## src/rtl/fifo_sync.sv

```systemverilog
// Single-clock first-word-fall-through FIFO with level, almost flags and saturating drop accounting.
// Latency: a word written at edge N is visible on read_data, with read_valid=1, from cycle N+1. There is no bypass.
// Backpressure: write_ready drops only when the FIFO is full. Refused writes are counted as drops and set the sticky overflow flag.
//
// Ports:
//   clk, reset         - sole clock; synchronous active-high reset
//   flush              - clears contents and level; keeps overflow/drop_count
//   write_valid/ready  - producer handshake; write_data is stored on a transfer
//   read_valid/ready   - consumer handshake; read_data is the head word
//   level              - number of stored words, 0..DEPTH
//   almost_full/empty  - thresholds on level
//   overflow           - sticky flag, set by a write attempted while full
//   drop_count         - saturating count of refused words
//   clear_errors       - clears overflow and drop_count
module fifo_sync #(
  parameter int DATA_WIDTH         = 8,
  parameter int DEPTH              = 16,
  parameter int ALMOST_FULL_LEVEL  = DEPTH - 2,
  parameter int ALMOST_EMPTY_LEVEL = 2,
  parameter int DROP_COUNT_WIDTH   = 16
) (
  input  logic                          clk,
  input  logic                          reset,
  input  logic                          flush,
  input  logic                          write_valid,
  output logic                          write_ready,
  input  logic [DATA_WIDTH-1:0]         write_data,
  output logic                          read_valid,
  input  logic                          read_ready,
  output logic [DATA_WIDTH-1:0]         read_data,
  output logic [$clog2(DEPTH+1)-1:0]    level,
  output logic                          almost_full,
  output logic                          almost_empty,
  output logic                          overflow,
  output logic [DROP_COUNT_WIDTH-1:0]   drop_count,
  input  logic                          clear_errors
);

  localparam int PTR_W = $clog2(DEPTH);
  localparam int LVL_W = $clog2(DEPTH + 1);

  logic [DATA_WIDTH-1:0] mem [DEPTH];
  logic [PTR_W-1:0]      wr_ptr;
  logic [PTR_W-1:0]      rd_ptr;
  logic [LVL_W-1:0]      level_q;

  logic do_write;
  logic do_read;
  logic drop;

  // Full/empty come from the level counter, so pointer equality is never ambiguous.
  assign write_ready  = (level_q != LVL_W'(DEPTH));
  assign read_valid   = (level_q != '0);
  assign read_data    = mem[rd_ptr];
  assign level        = level_q;
  assign almost_full  = (level_q >= LVL_W'(ALMOST_FULL_LEVEL));
  assign almost_empty = (level_q <= LVL_W'(ALMOST_EMPTY_LEVEL));

  // When full, write_ready is low, so a simultaneous read never lets a write through.
  assign do_write = write_valid && write_ready;
  assign do_read  = read_valid && read_ready;
  assign drop     = write_valid && !write_ready;

  // Storage has no reset; only words inside the valid window are ever observed.
  always_ff @(posedge clk) begin
    if (!reset && !flush && do_write) begin
      mem[wr_ptr] <= write_data;
    end
  end

  always_ff @(posedge clk) begin
    if (reset || flush) begin
      wr_ptr  <= '0;
      rd_ptr  <= '0;
      level_q <= '0;
    end else begin
      if (do_write) begin
        wr_ptr <= wr_ptr + 1'b1;
      end
      if (do_read) begin
        rd_ptr <= rd_ptr + 1'b1;
      end
      if (do_write && !do_read) begin
        level_q <= level_q + 1'b1;
      end else if (do_read && !do_write) begin
        level_q <= level_q - 1'b1;
      end
    end
  end

  // Error accounting survives flush; clear_errors beats a same-cycle drop.
  always_ff @(posedge clk) begin
    if (reset || clear_errors) begin
      overflow   <= 1'b0;
      drop_count <= '0;
    end else if (!flush && drop) begin
      overflow <= 1'b1;
      if (drop_count != '1) begin
        drop_count <= drop_count + 1'b1;
      end
    end
  end

endmodule
```

## config.mk

```make
export PLATFORM = sky130hd
export DESIGN_NAME = fifo_sync
export DESIGN_NICKNAME = d
export VERILOG_FILES = /design/src/rtl/fifo_sync.sv
export SDC_FILE = /design/constraint.sdc
export NUM_CORES = 1
export LEC_CHECK = 0
export BUFFER_PORTS_ARGS = -buffer_cell sky130_fd_sc_hd__buf_2
export CAP_MARGIN = 15
export CORE_MARGIN = 10
export CORE_UTILIZATION = 40
export DETAILED_ROUTE_END_ITERATION = 8
export GPL_TIMING_DRIVEN = 0
export PLACE_DENSITY = 0.54
export SETUP_SLACK_MARGIN = 0.5
export SYNTH_ARGS = -nofsm -noshare
export SYNTH_HDL_FRONTEND = slang
export SYNTH_SLANG_ARGS = --single-unit
```

## constraint.sdc

```tcl
create_clock -name clk -period 2.9 [get_ports clk]
set_input_delay 0.435 -clock clk [delete_from_list [all_inputs] [get_ports clk]]
set_output_delay 0.435 -clock clk [all_outputs]
set_load 0.05 [all_outputs]
```

# [Word level (Yosys, flattened, before mapping)]
# Memory sizes are Yosys's and may differ from the RTL's. A register that Yosys moved wholly into a read port is not among the register bits.
# Index checks and enable logic that the tools add are counted.
[op_classes] addsub=5 mul=0 div=0 n_lt_le_gt_ge=2 n_eq_ne=2 shift=0 muxes=6 bitwise=0 n_reduce_logical=18
[ops] op="16-bit by 1-bit adder with 16-bit output, second input constant" count=1
[ops] op="16-bit != test, second input constant" count=1
[ops] op="5-bit two-way mux" count=2
[ops] op="4-bit by 1-bit adder with 4-bit output, second input constant" count=2
[ops] op="1-bit logical AND" count=8
[ops] op="4-bit two-way mux" count=2
[ops] op="5-bit by 1-bit adder with 5-bit output, second input constant" count=1
[ops] op="5-bit by 4-bit greater-or-equal comparator with 1-bit output, second input constant" count=1
[ops] op="5-bit by 2-bit <= comparator with 1-bit output, second input constant" count=1
[ops] op="1-bit logical NOT" count=5
[ops] op="5-bit != test, second input constant" count=1
[ops] op="5-bit nonzero test" count=1
[ops] op="5-bit by 1-bit subtractor with 5-bit output, second input constant" count=1
[ops] op="1-bit logical OR" count=2
[ops] op="1-bit two-way mux" count=2
[ops] op="2-bit AND reduction" count=1
[ops] op="2-bit nonzero test" count=1
[word_totals] ff_bits=30 latch_bits=0 ram_bits=128 mem_bits_ro=0 input_bits=14 out_inout_bits=34 wordCells=39 mem_count=1
[memory_table] memory="mem" words=16 word_bits=8 read_ports=1 rd_clocked_by_memory_dff=1 write_ports=1 line="42" source="logic [DATA_WIDTH-1:0] mem [DEPTH];"

# [Longest topological paths before layout]
[depth] ltp_word=6 mapped_depth=12 depth_no_buf=11

# [Worst setup path before layout]
# OpenSTA, ideal clock, no wires.
[synth_timing] path_type="register -> register" startpoint="register level_q[4] (netlist: level[4])" endpoint="register level_q[4] (netlist: level[4])" setup_ns=0.070 arrival_ns=3.033 required_time_ns=2.830 slack_ns=-0.203 stages_incl_launch_ff=13 path_buffers=1 synth_period_minus_slack_ns=3.103 cell_sequence="dfxtp_1 clkbuf_1 nor3_1 nand2_1 nand2_1 ha_1 inv_1 ha_1 a21o_1 a21oi_1 xnor2_1 or3_1 a21oi_1"
[synth_between] elab_chain_cells=5 word_cells_on_any_way=13 cone_classes="2 x add/sub; 1 x eq/ne; 2 x mux; 8 x reduce/logical"
[synth_rtl] item="start: declaration" line="45" source="logic [LVL_W-1:0] level_q;"
[synth_rtl] item="start signal: assignment" line="84" source="level_q <= level_q + 1'b1;"
[synth_rtl] item="start signal: assignment" line="86" source="level_q <= level_q - 1'b1;"
[synth_rtl] item="5-bit nonzero test *" line="53" source="assign read_valid = (level_q != '0);"
[synth_rtl] item="net read_valid" line="28" source="output logic read_valid,"
[synth_rtl] item="1-bit logical AND *" line="61" source="assign do_read = read_valid && read_ready;"
[synth_rtl] item="1-bit logical NOT" line="83" source="if (do_write && !do_read) begin"
[synth_rtl] item="1-bit logical AND" line="83"
[synth_rtl] item="5-bit two-way mux / 2-bit nonzero test (equally long branches)"
# Mark *: on every way through the listed nets, which the timed path passes. The rest lies on a longest branch. The select of a mux whose other input is x is not followed.
# A chain may end at the register's enable or synchronous reset.

==> impl_metrics.env <==
export IMPL_hold_class="input port to flop"
export IMPL_status="finished, final reports clean"
export IMPL_critPathCaptureType="primary output"
export IMPL_syn_num_nets=413
export IMPL_cts_clk_slew_worst_paths_ns=0.06
export IMPL_syn_avg_cell_area_um2=16.97
export IMPL_antennaDiodeCount=0
export IMPL_syn_to_final_growth_pct=20.38
export IMPL_final_common_cell="edfxtp_1"
export IMPL_cpMaxStageDelayCell="mux4_2"
export IMPL_drv_slew=0
export IMPL_globalRouteTotalUtil_pct=12.98
export IMPL_p_leak_nw=2.592
export IMPL_cts_sinks=162
export IMPL_worstMarginPinSlew_ns=1.106
export IMPL_drt_iter0_markers=180
export IMPL_period_minus_slack_ns=2.772
export IMPL_grt_max_degree=17
export IMPL_critPathTopFamily="multiplexers"
export IMPL_stdcell_count=690
export IMPL_wl_per_cell_um=19.49
export IMPL_synth_largest_area_cell="edfxtp_1"
export IMPL_synth_edf_count=128
export IMPL_synth_cell_type_count=43
export IMPL_routabilityCongestion=0.7893
export IMPL_cts_root_buffer="clkbuf_16"
export IMPL_start_util_pct=41.14
export IMPL_finish_utilization_pct=49.52
export IMPL_grt_overflow=0
export IMPL_most_common_layout_cells="edfxtp_1, nor2_1, buf_2"
export IMPL_crit_chain="buf_12 > buf_12 > buf_16 > mux4_2 > mux4_2 > buf_8"
export IMPL_netlist_top_cells_area="edfxtp_1, mux4_2, dfxtp_1"
export IMPL_numCtsBuffers=17
export IMPL_die_area_um2=21990
export IMPL_clock_latency_ns=0.43
export IMPL_cp_num_buf_inv=4
export IMPL_drt_first_pass_iters=4
export IMPL_peakVddDrop_mv=0.6176
export IMPL_worst_slack_ns=0.1281
export IMPL_synthArstFlopShare_pct=0
export IMPL_slew_headroom_pct=26.00
export IMPL_vias=3576
export IMPL_placedInstanceArea_um2=7173
export IMPL_pre_cts_ws_ns=0.1494
export IMPL_critical_path_max_stage_delay_ns=0.52
export IMPL_setup_viol=0
export IMPL_place_hpwl_mm=9.270
export IMPL_skew_ns=0.007481
export IMPL_ioPinCount=48
export IMPL_path_class="flop to primary output"
export IMPL_rows=46
export IMPL_synth_cells=388
export IMPL_seq_area_frac_synth_pct=68.73
export IMPL_syn_area_um2=6583
export IMPL_yosysTopAreaCellShare_pct=58.39
export IMPL_clock_fmax_mhz=360.8
export IMPL_tns_ns=0
export IMPL_die_w_um=148.3
export IMPL_grt_first_pass_wirelength_mm=21.36
export IMPL_final_nets=486
export IMPL_vias_per_cell=5.183
export IMPL_worstPathRequired_ns=2.47
export IMPL_chipHeight_um=148.3
export IMPL_yosys_warnings=0
export IMPL_p_per_area_nw_per_um2=690.6
export IMPL_core_area_um2=16000
export IMPL_synth_ff_type="edfxtp_1"
export IMPL_h_tree_depth=4
export IMPL_wirelength_mm=13.45
export IMPL_antenna_found_initial=0
export IMPL_rsz0062_at_grt="true"
export IMPL_dp_cells=651
export IMPL_synth_seq_cells=162
export IMPL_period_share_pct=95.58
export IMPL_postLayoutCellArea_um2=7924
export IMPL_startpoint_type="flop"
export IMPL_port_buffers=47
export IMPL_drive_above_1_share_pct=33.33
export IMPL_clk_path_buf_depth=2
export IMPL_hold_violations=0
export IMPL_cap_violations=0
export IMPL_tritoncts="done"
export IMPL_drtAntennaViolNets=0
export IMPL_cp_max_fo=7
export IMPL_grt_pass1_vias=3802
export IMPL_arrival_ns=2.34
export IMPL_drc=0
-- cells by family after synthesis --
group                    count (synthesis)  synth area share, %
adder cells (fa/ha/maj)                 11                2.205
AO/OA/AOI/OAI                           21                2.053
multiplexers                            42                13.99
XOR/XNOR                                22                2.927
buffers and inverters                   24                1.730
flip-flops                             162                68.73
AND/OR/NAND/NOR                        106                8.363
-- tightest hold or removal path, delay by kind of cell --
kind | cells | cell delay, ns
AND/OR/NAND/NOR | 1 | 0.08
buffers and inverters | 1 | 0.13
AO/OA/AOI/OAI | 1 | 0.07
-- metal layers --
layer  up-vias  GRT usage, %  part of all wire [%]
li1       1663             -                     -
met1      1834         15.40                    43
met2        63         21.93                    52
met3        16         3.944                   3.7
met4         0         4.460                   1.2
met5         -             0                     0
-- layout make-up --
type                    instances  area (µm²)
plain buffers                  17       151.4
inverters                       7       26.28
multi-input cells             202        2003
clock buffers                  18       429.2
fillers                      1387        8077
well taps                     216       270.3
clock inverters                14       108.9
repair buffers                 54       390.4
flip-flops and latches        162        4544
-- final timing paths --
path | depth (start not counted) | slack [ns] | from | endpoint
min reg2reg | 2 | 0.45 | overflow | overflow
max | 6 | 0.13 | flop | read_data[3]
max reg2reg | 12 | 0.56 | level[4] | level[4]
min | 3 | 0.35 | read_ready | rd_ptr[1]
-- state kept, by name, indices dropped and copies added (netlist names), named ones only --
register    count
drop_count     16
level           5
mem           128
overflow        1
rd_ptr          4
wr_ptr          4
-- cells in the mapped netlist, types with 4 or more instances --
cell,count
clkbuf_1,4
dfxtp_1,34
a21oi_1,9
or3_1,4
nor3_1,6
nand2_1,13
buf_4,4
xor2_1,6
xnor2_1,16
nor2_1,48
ha_1,10
nand3_1,11
edfxtp_1,128
inv_1,7
mux4_2,40
nor4_1,4
nand4_1,5
buf_1,7
-- metrics by stage --
step,hold slack [ns],total power [mW]
after floorplan,0.4591,3.230
final,0.3505,5.472
after global routing,0.3759,5.692
after detailed placement,0.4420,3.413
after CTS,0.3289,5.525
after global placement,0.4373,3.406
-- timing repair --
item                                    CTS  global route
resized for setup                        36             0
pin swaps                                 2             0
buffers inserted                          4             1
endpoints found under the setup margin    9             9
gates cloned                              2             0
hold buffers                              0             0
-- where the power goes --
group	leakage, nW	internal (mW)	total (mW)	switching [mW]
registers	1.43	2.54	2.58	0.0421
clock network	0.253	1.10	2.03	0.924
logic	0.909	0.353	0.864	0.512
total	2.59	3.99	5.47	1.48
(Power assumes the default switching activity.)
